$ cat src/rtl/mul_pkg.sv
// Shared widths for the Wallace multiplier family.
package mul_pkg;
    localparam int WALLACE_OPW = 8;
    localparam int WALLACE_PW  = 16;
endpackage

$ cat src/rtl/wallace_csa.sv
// One-bit full adder (3:2 compressor) used as the Wallace tree building block.
module wallace_csa (
    input  logic a,
    input  logic b,
    input  logic ci,
    output logic s,
    output logic co
);
    assign s  = a ^ b ^ ci;
    assign co = (a & b) | (a & ci) | (b & ci);
endmodule

$ cat src/rtl/wallace_8x8_product.sv
// Unsigned 8x8 Wallace-tree multiplier (8->6->4->3->2 rows) with CPA and output register.
module wallace_8x8_product
    import mul_pkg::*;
(
    input  logic                   clk,
    input  logic                   clrn,
    input  logic [WALLACE_OPW-1:0] a,
    input  logic [WALLACE_OPW-1:0] b,
    output logic [WALLACE_PW-1:0]  z
);
    localparam int PW = WALLACE_PW;

    logic [7:0][PW-1:0] s0;
    logic [5:0][PW-1:0] s1;
    logic [3:0][PW-1:0] s2;
    logic [2:0][PW-1:0] s3;
    logic [1:0][PW-1:0] s4;
    logic [PW-1:0]      z_d;
    logic [PW-1:0]      z_q;

    for (genvar r = 0; r < WALLACE_OPW; r++) begin : g_pp
        assign s0[r] = {{(PW-WALLACE_OPW){1'b0}}, a & {WALLACE_OPW{b[r]}}} << r;
    end

    // Each 3-row group becomes a sum row and a carry row shifted one column left.
    // Bit 15 only needs its sum: the total never exceeds 16 bits, so its carry is zero.
    for (genvar g = 0; g < 2; g++) begin : g_st1
        for (genvar i = 0; i < PW-1; i++) begin : g_bit
            wallace_csa u_fa (
                .a (s0[3*g][i]), .b (s0[3*g+1][i]), .ci(s0[3*g+2][i]),
                .s (s1[2*g][i]), .co(s1[2*g+1][i+1])
            );
        end
        assign s1[2*g][PW-1]  = s0[3*g][PW-1] ^ s0[3*g+1][PW-1] ^ s0[3*g+2][PW-1];
        assign s1[2*g+1][0]   = 1'b0;
    end
    assign s1[4] = s0[6];
    assign s1[5] = s0[7];

    for (genvar g = 0; g < 2; g++) begin : g_st2
        for (genvar i = 0; i < PW-1; i++) begin : g_bit
            wallace_csa u_fa (
                .a (s1[3*g][i]), .b (s1[3*g+1][i]), .ci(s1[3*g+2][i]),
                .s (s2[2*g][i]), .co(s2[2*g+1][i+1])
            );
        end
        assign s2[2*g][PW-1]  = s1[3*g][PW-1] ^ s1[3*g+1][PW-1] ^ s1[3*g+2][PW-1];
        assign s2[2*g+1][0]   = 1'b0;
    end

    for (genvar i = 0; i < PW-1; i++) begin : g_st3
        wallace_csa u_fa (
            .a (s2[0][i]), .b (s2[1][i]), .ci(s2[2][i]),
            .s (s3[0][i]), .co(s3[1][i+1])
        );
    end
    assign s3[0][PW-1] = s2[0][PW-1] ^ s2[1][PW-1] ^ s2[2][PW-1];
    assign s3[1][0]    = 1'b0;
    assign s3[2]       = s2[3];

    for (genvar i = 0; i < PW-1; i++) begin : g_st4
        wallace_csa u_fa (
            .a (s3[0][i]), .b (s3[1][i]), .ci(s3[2][i]),
            .s (s4[0][i]), .co(s4[1][i+1])
        );
    end
    assign s4[0][PW-1] = s3[0][PW-1] ^ s3[1][PW-1] ^ s3[2][PW-1];
    assign s4[1][0]    = 1'b0;

    assign z_d = s4[0] + s4[1];

    always_ff @(posedge clk or negedge clrn) begin
        if (!clrn) begin
            z_q <= '0;
        end else begin
            z_q <= z_d;
        end
    end

    assign z = z_q;
endmodule

$ cat config.mk
export PLATFORM = sky130hd
export DESIGN_NAME = wallace_8x8_product
export DESIGN_NICKNAME = d
export VERILOG_FILES = /design/src/rtl/mul_pkg.sv /design/src/rtl/wallace_csa.sv /design/src/rtl/wallace_8x8_product.sv
export SDC_FILE = /design/constraint.sdc
export NUM_CORES = 1
export LEC_CHECK = 0
export ABC_CLOCK_PERIOD_IN_PS = 1100
export CAP_MARGIN = 15
export CORE_MARGIN = 2
export CORE_UTILIZATION = 60
export CTS_CLUSTER_DIAMETER = 200
export DETAILED_ROUTE_END_ITERATION = 7
export HOLD_SLACK_MARGIN = 0.06
export MAX_ROUTING_LAYER = met4
export PLACE_DENSITY_LB_ADDON = 0.08
export SLEW_MARGIN = 10
export SYNTH_ARGS = -nofsm -noshare
export SYNTH_HDL_FRONTEND = slang
export SYNTH_SLANG_ARGS = --single-unit
$ cat constraint.sdc
create_clock -name clk -period 1.1 [get_ports clk]
set_input_delay 0.11 -clock clk [delete_from_list [all_inputs] [get_ports clk]]
set_output_delay 0.11 -clock clk [all_outputs]
set_load 0.02 [all_outputs]
==> impl_metrics.ini <==
[logic_synthesis]
postSynthCellCount = 232
synth_cell_types = 31
synth_area_mm2 = 0.002285
synthTopCellsByCount = inv_1, nand2_1, fa_1
syn-num-nets = 314
ys_seq_area_share_pct = 17.52
synth_most_common_cell = inv_1
yosysWarningCount = 0
synth-seq-cells = 16
synth_top_area_share_pct = 34.17
synth-main-ff-cell = dfrtp_1
synth.avg_cell_area_um2 = 9.848
synth_largest_area_cell = fa_1
synth_edf_count = 0
ys_top_cells_by_area = fa_1, dfrtp_1, ha_1
synthArstFlopShare_pct = 100.0

[clock_tree]
max-clock-path-buffers = 2
cts_root_buffer = clkbuf_8
clock_sinks = 16
cts_tree = done
htree_num_levels = 1
path_clk_slew_ns = 0.07
ctsHoldBuffers = 0
cts_buffers = 3

[detailed_routing]
drc = 0
viasPerCell = 6.237
wire_per_inst_um = 24.80
wl_um = 9224
drtPass1Iterations = 5
first_iter_violations = 269
vias = 2320
ant_nets = 0

[sta]
fin_crit_sh_pct = 331.7
maxSlewHeadroom_pct = 74.72
period_minus_slack_ns = 3.649
slew_violations = 0
rsz0062_at_grt = true
timing.hold.ws_ns = 0.1904
fin_ws_ns = -2.549
clock.fmax_mhz = 274.0
finalHoldViolCount = 0
setup_viol = 14
tightestPinTransition_ns = 0.3763

[floorplanning]
io_pins = 34
die_w_um = 65.71
row_count = 22
initial_utilization_pct = 62.41
die_area_mm2 = 0.004317
die_h_um = 65.71
core-area_mm2 = 0.003661

[placed_design]
gp_congestion = 0.8476
io_buffer_count = 33
dpl.hpwl_um = 4370

[global_route]
grt_pass1_vias = 2312
grtUsageTotal_pct = 35.48
antenna_found_initial = 1
grt_max_degree = 17
grt_pass1_wl_um = 10980
overflow = 0

[job]
maxCapViolCount = 0

[status]
violations = negative setup slack
status = complete, but fails checks

[cells_and_area]
largest_register_ffs = 16
fin_nets = 406
utilization_pct = 95.22
drive_gt1_share_pct = 43.65
area_growth_pct = 52.57

[power]
powerDensity_mw_per_mm2 = 2093
p_leak_uw = 0.001758
peakVddDrop_mv = 2.113

[hold_path]
min_path_type = primary input to async pin

[worst_setup_path]
critPathLaunchType = primary input
critPathMaxStageDelay_ns = 0.53
cpMaxStageDelayCell = fa_1
path_class = primary input to flop
critPathRequiredTime_ns = 1.26
path_cells = buf_12, buf_4, nand2_4, fa_1, fa_1, inv_2, fa_1, inv_1, fa_1, inv_2, ha_4, and2_4, buf_6, a211oi_4, buf_4, a21oi_2, xor2_1
crit_path_end_kind = flop
crit_top_cell = fa_1
cp.arrival_ns = 3.81
crit_fanout = 5
[cells in the final DEF, fill, tap and decap left out, types with 4 or more instances in the layout]
cell type,count
buf_4,46
dlygate4sd2_1,16
and2_1,17
nand2_4,6
dfrtp_1,16
nand2_1,32
xnor2_1,5
fa_1,32
buf_6,15
fa_2,7
inv_1,32
clkbuf_8,4
inv_2,14
and2_4,7
nand2_2,6
ha_4,11
ha_1,14
[worst max-delay path: cells and delay by family]
family | cells | cell delay (ns)
adders and majority gates | 5 | 2.30
buffers and inverters | 7 | 0.69
AOI/OAI and AO/OA | 2 | 0.27
and+or+nand+nor | 2 | 0.21
xor gates and xnor gates | 1 | 0.21
[metrics by stage]
step | instances | TNS [ns] | cell area [um2] | total power [uW] | setup WS [ns]
floorplan | 232 | -23.60 | 2395 | 3733 | -2.352
global placement | 354 | -34.47 | 3075 | 5323 | -3.105
detailed placement | 354 | -35.35 | 3075 | 5514 | -3.157
CTS | 368 | -25.45 | 3296 | 6228 | -2.480
global route | 372 | -26.75 | 3486 | 7575 | -2.636
finish | 372 | -26.05 | 3486 | 7295 | -2.549
[where the power goes]
part,internal [uW],leakage [uW],switching [uW]
Combinational,2740,0.00154,3090
Clock,318,0.0000288,225
Sequential,848,0.000192,71.6
[repair_timing]
action | CTS | global route
resized for setup | 123 | 40
pin swaps | 39 | 33
endpoints found under the setup margin | 31 | 14
setup buffers | 10 | 5
[worst max path at each step]
stage / slack (ns) / endpoint / startpoint / cells past startpoint
detailed placement: -3.16 / z[14] / b[4] / 15
CTS: -2.48 / z[15] / b[3] / 17
finish: -2.55 / z[12] / b[3] / 17
global placement: -3.10 / z[14] / a[5] / 15
floorplan: -2.35 / z[14] / a[4] / 15
global route: -2.64 / z[12] / b[3] / 17
[layer usage]
metal	wire (um)	track usage [%]	vias to the layer above
li1	-	-	888
met1	2953	39.54	1128
met2	4750	60.35	220
met3	771	5.479	84
met4	749	20.57	0
met5	0	-	-
[logic make-up after synthesis]
| group | share of synthesized area [%] |
|---|---|
| XOR/XNOR | 3.450 |
| AO/OA/AOI/OAI | 5.969 |
| AND/OR/NAND/NOR | 17.47 |
| buffers and inverters | 7.722 |
| flip-flops | 17.52 |
| adder cells (fa/ha/maj) | 47.86 |
[final cells by class]
type / instances / area (um2)
Antenna cell: 1 / 2.502
Tap cell: 48 / 60.06
Multi-Input combinational cell: 169 / 2024
Fill cell: 90 / 175.2
Clock buffer: 4 / 55.05
Inverter: 46 / 172.7
Sequential cell: 16 / 400.4
Timing Repair Buffer: 88 / 770.7
Power figures use the tool's default switching activity.
